`config.mk`:
```
export PLATFORM = sky130hd
export DESIGN_NAME = add16_block_accumulator_flat
export DESIGN_NICKNAME = d
export VERILOG_FILES = /design/src/rtl/add16_acc_if.sv /design/src/rtl/add16_block_accumulator.sv /design/src/flat_wrapper.sv
export SDC_FILE = /design/constraint.sdc
export NUM_CORES = 1
export LEC_CHECK = 0
export BUFFER_PORTS_ARGS = -buffer_cell sky130_fd_sc_hd__buf_2
export CORE_MARGIN = 2
export CORE_UTILIZATION = 55
export CTS_CLUSTER_DIAMETER = 60
export DETAILED_ROUTE_END_ITERATION = 8
export GPL_ROUTABILITY_DRIVEN = 0
export PLACE_DENSITY = 0.77
export SYNTH_ARGS = -nofsm -noshare
export SYNTH_HDL_FRONTEND = slang
export SYNTH_SLANG_ARGS = --single-unit
```
`constraint.sdc`:
```
create_clock -name clk -period 2.9 [get_ports clk]
set_input_delay 0.435 -clock clk [delete_from_list [all_inputs] [get_ports clk]]
set_output_delay 0.435 -clock clk [all_outputs]
set_load 0.03 [all_outputs]
```
`src/rtl/add16_acc_if.sv`:
```
// Handshake bundle between the 16-bit adder stage, the block accumulator and the next stage.
// The slave modport is the accumulator's view; master is the surrounding datapath.
interface add16_acc_if #(
  parameter int DATA_W = 16,
  parameter int ACC_W  = 24
);
  logic              in_valid;
  logic              in_ready;
  logic [DATA_W-1:0] in_sum;
  logic              in_cout;
  logic              out_valid;
  logic              out_ready;
  logic [ACC_W-1:0]  out_acc;
  logic              out_ovf;

  modport master (
    output in_valid, in_sum, in_cout, out_ready,
    input  in_ready, out_valid, out_acc, out_ovf
  );

  modport slave (
    input  in_valid, in_sum, in_cout, out_ready,
    output in_ready, out_valid, out_acc, out_ovf
  );
endinterface

```
`src/rtl/add16_block_accumulator.sv`:
```
// Sums BLOCK_LEN adder results ({cout,sum}) into an ACC_W-bit total with a sticky overflow flag.
// Define ACC_SAT_EN to saturate the total at all-ones on overflow instead of wrapping.
//
// state | meaning
// IDLE  | waiting for the first beat of a block, acc/cnt cleared
// ACCUM | collecting beats 2..BLOCK_LEN
// DONE  | total presented on out_*, waiting for out_ready
module add16_block_accumulator #(
  parameter int DATA_W    = 16,
  parameter int ACC_W     = 24,
  parameter int BLOCK_LEN = 4
) (
  input  logic         clk,
  input  logic         rst,
  input  logic         clear,
  add16_acc_if.slave   bus,
  output logic         busy
);

  typedef enum logic [1:0] {IDLE, ACCUM, DONE} state_t;
  typedef logic [ACC_W-1:0] acc_t;

  state_t     state, state_nxt;
  acc_t       acc, acc_nxt;
  logic [7:0] cnt, cnt_nxt, cnt_inc;
  logic       ovf, ovf_nxt;
  acc_t       out_acc_q, out_acc_nxt;
  logic       out_ovf_q, out_ovf_nxt;

  acc_t       operand;
  logic [ACC_W:0] sum_ext;
  logic       carry;
  logic       accept;

  assign operand  = acc_t'({bus.in_cout, bus.in_sum});
  assign sum_ext  = {1'b0, acc} + {1'b0, operand};
  assign carry    = sum_ext[ACC_W];
  assign cnt_inc  = cnt + 8'd1;

  assign bus.in_ready  = (state != DONE);
  assign bus.out_valid = (state == DONE);
  assign bus.out_acc   = out_acc_q;
  assign bus.out_ovf   = out_ovf_q;
  assign busy          = (state != IDLE);
  assign accept        = bus.in_valid && bus.in_ready;

  always_ff @(posedge clk or posedge rst) begin
    if (rst) begin
      state     <= IDLE;
      acc       <= '0;
      cnt       <= '0;
      ovf       <= 1'b0;
      out_acc_q <= '0;
      out_ovf_q <= 1'b0;
    end else begin
      state     <= state_nxt;
      acc       <= acc_nxt;
      cnt       <= cnt_nxt;
      ovf       <= ovf_nxt;
      out_acc_q <= out_acc_nxt;
      out_ovf_q <= out_ovf_nxt;
    end
  end

  always_comb begin
    state_nxt   = state;
    acc_nxt     = acc;
    cnt_nxt     = cnt;
    ovf_nxt     = ovf;
    out_acc_nxt = out_acc_q;
    out_ovf_nxt = out_ovf_q;

    if (clear) begin
      // flush wins over any beat or output handshake in the same cycle
      state_nxt   = IDLE;
      acc_nxt     = '0;
      cnt_nxt     = '0;
      ovf_nxt     = 1'b0;
      out_acc_nxt = '0;
      out_ovf_nxt = 1'b0;
    end else begin
      case (state)
        IDLE: begin
          if (accept) begin
            acc_nxt = operand;
            cnt_nxt = 8'd1;
            ovf_nxt = 1'b0;
            if (BLOCK_LEN == 1) begin
              state_nxt   = DONE;
              out_acc_nxt = operand;
              out_ovf_nxt = 1'b0;
            end else begin
              state_nxt = ACCUM;
            end
          end
        end
        ACCUM: begin
          if (accept) begin
            ovf_nxt = ovf | carry;
`ifdef ACC_SAT_EN
            acc_nxt = (ovf | carry) ? '1 : sum_ext[ACC_W-1:0];
`else
            acc_nxt = sum_ext[ACC_W-1:0];
`endif
            cnt_nxt = cnt_inc;
            if (cnt_inc == 8'(BLOCK_LEN)) begin
              state_nxt   = DONE;
              out_acc_nxt = acc_nxt;
              out_ovf_nxt = ovf_nxt;
            end
          end
        end
        DONE: begin
          if (bus.out_ready) begin
            state_nxt = IDLE;
            acc_nxt   = '0;
            cnt_nxt   = '0;
            ovf_nxt   = 1'b0;
          end
        end
        default: state_nxt = IDLE;
      endcase
    end
  end

endmodule

```
`src/flat_wrapper.sv`:
```
// flat-port wrapper written by rule: the top's interface ports become plain ports
module add16_block_accumulator_flat 
#(
  parameter int DATA_W    = 16,
  parameter int ACC_W     = 24,
  parameter int BLOCK_LEN = 4
)
  (clk, rst, clear, busy, bus_in_valid, bus_in_sum, bus_in_cout, bus_out_ready, bus_in_ready, bus_out_valid, bus_out_acc, bus_out_ovf);
  add16_acc_if #(.DATA_W(DATA_W), .ACC_W(ACC_W)) bus_i ();
  input  logic clk;
  input  logic rst;
  input  logic clear;
  output logic busy;
  input wire logic [$bits(bus_i.in_valid)-1:0] bus_in_valid;
  input wire logic [$bits(bus_i.in_sum)-1:0] bus_in_sum;
  input wire logic [$bits(bus_i.in_cout)-1:0] bus_in_cout;
  input wire logic [$bits(bus_i.out_ready)-1:0] bus_out_ready;
  output wire logic [$bits(bus_i.in_ready)-1:0] bus_in_ready;
  output wire logic [$bits(bus_i.out_valid)-1:0] bus_out_valid;
  output wire logic [$bits(bus_i.out_acc)-1:0] bus_out_acc;
  output wire logic [$bits(bus_i.out_ovf)-1:0] bus_out_ovf;
  assign bus_i.in_valid = bus_in_valid;
  assign bus_i.in_sum = bus_in_sum;
  assign bus_i.in_cout = bus_in_cout;
  assign bus_i.out_ready = bus_out_ready;
  assign bus_in_ready = bus_i.in_ready;
  assign bus_out_valid = bus_i.out_valid;
  assign bus_out_acc = bus_i.out_acc;
  assign bus_out_ovf = bus_i.out_ovf;
  add16_block_accumulator #(.DATA_W(DATA_W), .ACC_W(ACC_W), .BLOCK_LEN(BLOCK_LEN)) u_core (.clk(clk), .rst(rst), .clear(clear), .bus(bus_i), .busy(busy));
endmodule
```
==> key figures <==
Routing
  • DR vias/cell: a little over 6
  • Final WL: between 9 and 10 mm
  • Post-route ant nets: 0
  • Vias: 3447
  • Pre-Repair DR Iteration Count: 5
  • Routed len/inst: about 16 um
  • DR iter-0 viols: 218
  • DRC viols: 0

Finish
  • # diodes: 0
  • Layout Nets: 521
  • Share of cells above drive strength 1: 19.2%
  • Area delta synth->final: 14.2%
  • Fillcell total: between 500 and 600

Critical path
  • Setup crit end kind: flip-flop
  • Peak fanout along the critical path: 7
  • Kind of critical path: reg2reg
  • Worst Path Required: 3.11 ns
  • Worst r2r path cells: 8
  • CP arrival: 2.77 ns
  • Reg2Reg Setup Slack: 0.34 ns
  • Origin of the critical flop-to-flop path: u_core.acc[0]
  • Type of origin of the critical path: flip-flop
  • Reg2reg end: u_core.bus.out_ovf

Synth
  • Synthesized instance count: 423
  • Synthesis Warnings: 0
  • Mux contribution to synthesized area: under 10%
  • Area fraction in compound gates after synthesis: approximately 23%
  • Synth unique cells: 57
  • Simple-Gate Fraction of Synth Area: between 10% and 20%
  • Post-synth top area share: 40.0%
  • Sequential area share after synthesis: 40.0%
  • Adder-Cell Fraction of Synth Area: 7.87%
  • Top cell type by total area after synthesis: dfrtp_1
  • Ys async rst share: 100%
  • Syn nets: 468
  • Synth area leaders: dfrtp_1, ha_1, nand2_1, o21ai_0, a21oi_1
  • Synth Register Bits: 60
  • Synth Area per Inst: 8.86 um^2
  • XOR/XNOR Fraction of Synth Area: 5.14%
  • Largest family of logic cells by synthesized area: compound AO/OA/AOI/OAI gates
  • Number of enable flip-flop cells after synthesis: 0
  • Post-Syn Area: 3750 um^2
  • Commonest register cell after synthesis: dfrtp_1

Timing
  • Worst Skew: 0.00537 ns
  • Final setup fails: 0
  • Final Cycle Share: 88.4%
  • Setup_tns: 0 ns
  • Tmin final: 2.56 ns
  • RSZ-0062 raised after global routing: false
  • Max-slew headroom: roughly two fifths
  • Final hold vios: 0
  • Slew Viols, Final: 0
  • Max Fclk: 390 MHz
  • Slew at the pin closest to its max-slew limit: 0.869 ns

Run status
  • Status: finished clean

CTS
  • TritonCTS clock tree: yes
  • Post-CTS Resized: 0
  • # hold bufs at CTS: 0
  • CTS H-tree lvls: 3
  • Clock Latency Late Sink: 0.34 ns
  • Clock sinks: 60
  • Max clock buf depth: 2
  • Setup bufs post-CTS: 0
  • CTS clk-pin slew, worst paths: about 0.070 ns
  • TritonCTS Buffers: 9
  • Clock Root Buffer: clkbuf_8

Die
  • Die ar.: 7490 um^2
  • DIE HEIGHT: between 80 and 90 um
  • Row count: 30
  • Core ar.: 6680 um^2
  • Die width: slightly below 90 um
  • IO Count: 50
  • Initial Utilization: 56.1%

Power and ir drop
  • Sw Share: 41.9%
  • Comb power frac: 49.1%
  • Pwr dens: 798 nW/um^2
  • Lkg Pwr: 2.12 nW
  • Sw power: 0.00143 W
  • Peak VDD IR: 0.688 mV
  • Clk pwr share: 20.7%
  • Sequential power share: a little under a third
  • Int Pwr: 0.00198 W
  • Total power: between 0.003 and 0.004 W

Placed design
  • Hpwl dp: 6.57 mm
  • Number of port buffers: 49

GRT
  • Initial antenna violation count: 0
  • Largest net degree at the start of global routing: 36
  • First-pass GRT wire length: 15.1 mm
  • GRT overflow: 0
  • Vias in the first global route: 3186
  • Gr usage total: 25.8%

Flow run
  • Max cap viols: 0

Hold path
  • HP Class: in2async
## cells in the final DEF, fill, tap and decap left out, types with 2 or more instances in the layout
cell      instances
dfrtp_1          60
a21oi_1          30
a41oi_2           2
o21ai_1           3
buf_4            12
o221ai_1          2
nand2_2           3
o31ai_1           4
a31oi_1           4
xor2_1           11
nor3_1            6
ha_1             22
o211ai_1          5
nand2_1          51
nand3_1          12
and3_1           14
and2_1            6
o21ai_0          38
xnor2_1          11
a22o_1            4
buf_2            49
nor2_1           33
clkbuf_8          9
a21o_1            4
o221a_2           2
and3b_1           2
clkinv_2          2
a221o_1           3
a221oi_1          2
nand2b_1          4
clkbuf_1          2
mux2i_1           6
or4_1             3
a211oi_1          3
a21oi_2           2
nor2b_1           2
nand4_1           2
inv_1            15
o22ai_1          12
## worst max-delay path, stage by stage (launching register included)
cell and delay (ns):
dfrtp_1 0.38, ha_1 0.23, fa_1 0.44, a21o_1 0.21, a221oi_2 0.30, a21oi_2 0.15, a211o_2 0.40, a41oi_2 0.22
a211oi_1 0.10
## metrics by stage
step                      area (um^2)  hold WS, ns  instances  worst slack, ns  utilization, %
final                            4280        0.149        559            0.335            64.1
after global routing             4280        0.190        559            0.163            64.1
after CTS                        4280        0.157        559            0.357            64.1
after detailed placement         4110        0.465        545            0.177            61.5
after global placement           4110        0.459        545            0.233            61.5
after floorplan                  3750        0.463        423            0.435               -
## worst max path at each step
stage | to | cells after the start | start
global placement | u_core.bus.out_acc[18] | 10 | bus_in_sum[0]
finish | u_core.bus.out_ovf | 8 | u_core.acc[0]
detailed placement | u_core.bus.out_acc[18] | 10 | bus_in_sum[0]
global route | u_core.bus.out_acc[12] | 9 | u_core.acc[0]
floorplan | u_core.bus.out_acc[18] | 9 | bus_in_sum[0]
CTS | u_core.bus.out_acc[18] | 9 | u_core.acc[0]
## synthesized netlist by cell type, types with 2 or more instances
master and number:
and3_1 14, xnor2_1 11, a221oi_1 2, clkbuf_1 10, nand3_1 12, nand2_1 51
nor2b_1 2, a21oi_2 2, nor3_1 6, nand2b_1 4, a211oi_1 3, inv_1 16
o221a_2 2, a21o_1 4, a21oi_1 30, o211ai_1 5, dfrtp_1 60, ha_1 22
a22o_1 4, o221ai_1 2, mux2i_1 6, and3b_1 2, o21ai_0 38, nand4_1 2
or4_1 3, and2_1 6, a221o_1 3, nand2_2 3, o31ai_1 4, o21ai_1 3
xor2_1 11, o22ai_1 12, a31oi_1 4, buf_2 9, nor2_1 33
## layer usage
metal	GRT usage, %	vias up	wire, um
met4	13.5	0	299
met1	36.6	1632	4200
li1	-	1638	-
met2	37.5	150	4020
met3	4.67	27	600
met5	0	-	0
## sequential cells by signal, indices dropped and copies added (netlist names)
name and cells:
u_core.acc 24, u_core.bus.out_acc 24, u_core.bus.out_ovf 1, u_core.cnt 8
u_core.ovf 1, u_core.state 2
## power by group through the flow
| stage | logic [W] | registers (W) | clock network [W] |
|---|---|---|---|
| 4_1_cts | 0.00165 | 0.00103 | 0.000722 |
| 3_3_place_gp | 0.00160 | 0.00104 | 0 |
| 6_report | 0.00168 | 0.00103 | 0.000706 |
| 3_5_place_dp | 0.00163 | 0.00104 | 0 |
| 5_1_grt | 0.00185 | 0.00105 | 0.000759 |
| 2_1_floorplan | 0.00127 | 0.00102 | 0 |
## kinds of logic (layout without fill, tap and decap cells)
kind of cell    after synthesis  count (layout)
compound gates              132             132
flops                        60              60
mux                           6               6
fa+ha+maj                    23              23
simple gates                145             145
buf+inv                      35              91
xor+xnor                     22              22
## area by class of cell
cell class | count | area [um^2] | share of cell area (%)
Inverter | 16 | 60.1 | 1.40
Clock buffer | 11 | 131 | 3.07
Timing Repair Buffer | 61 | 335 | 7.83
Sequential cell | 60 | 1500 | 35.1
Clock inverter | 3 | 40.0 | 0.935
Tap cell | 80 | 100 | 2.34
Multi-Input combinational cell | 328 | 2110 | 49.4
No activity file was read; power rests on OpenSTA's default activity.
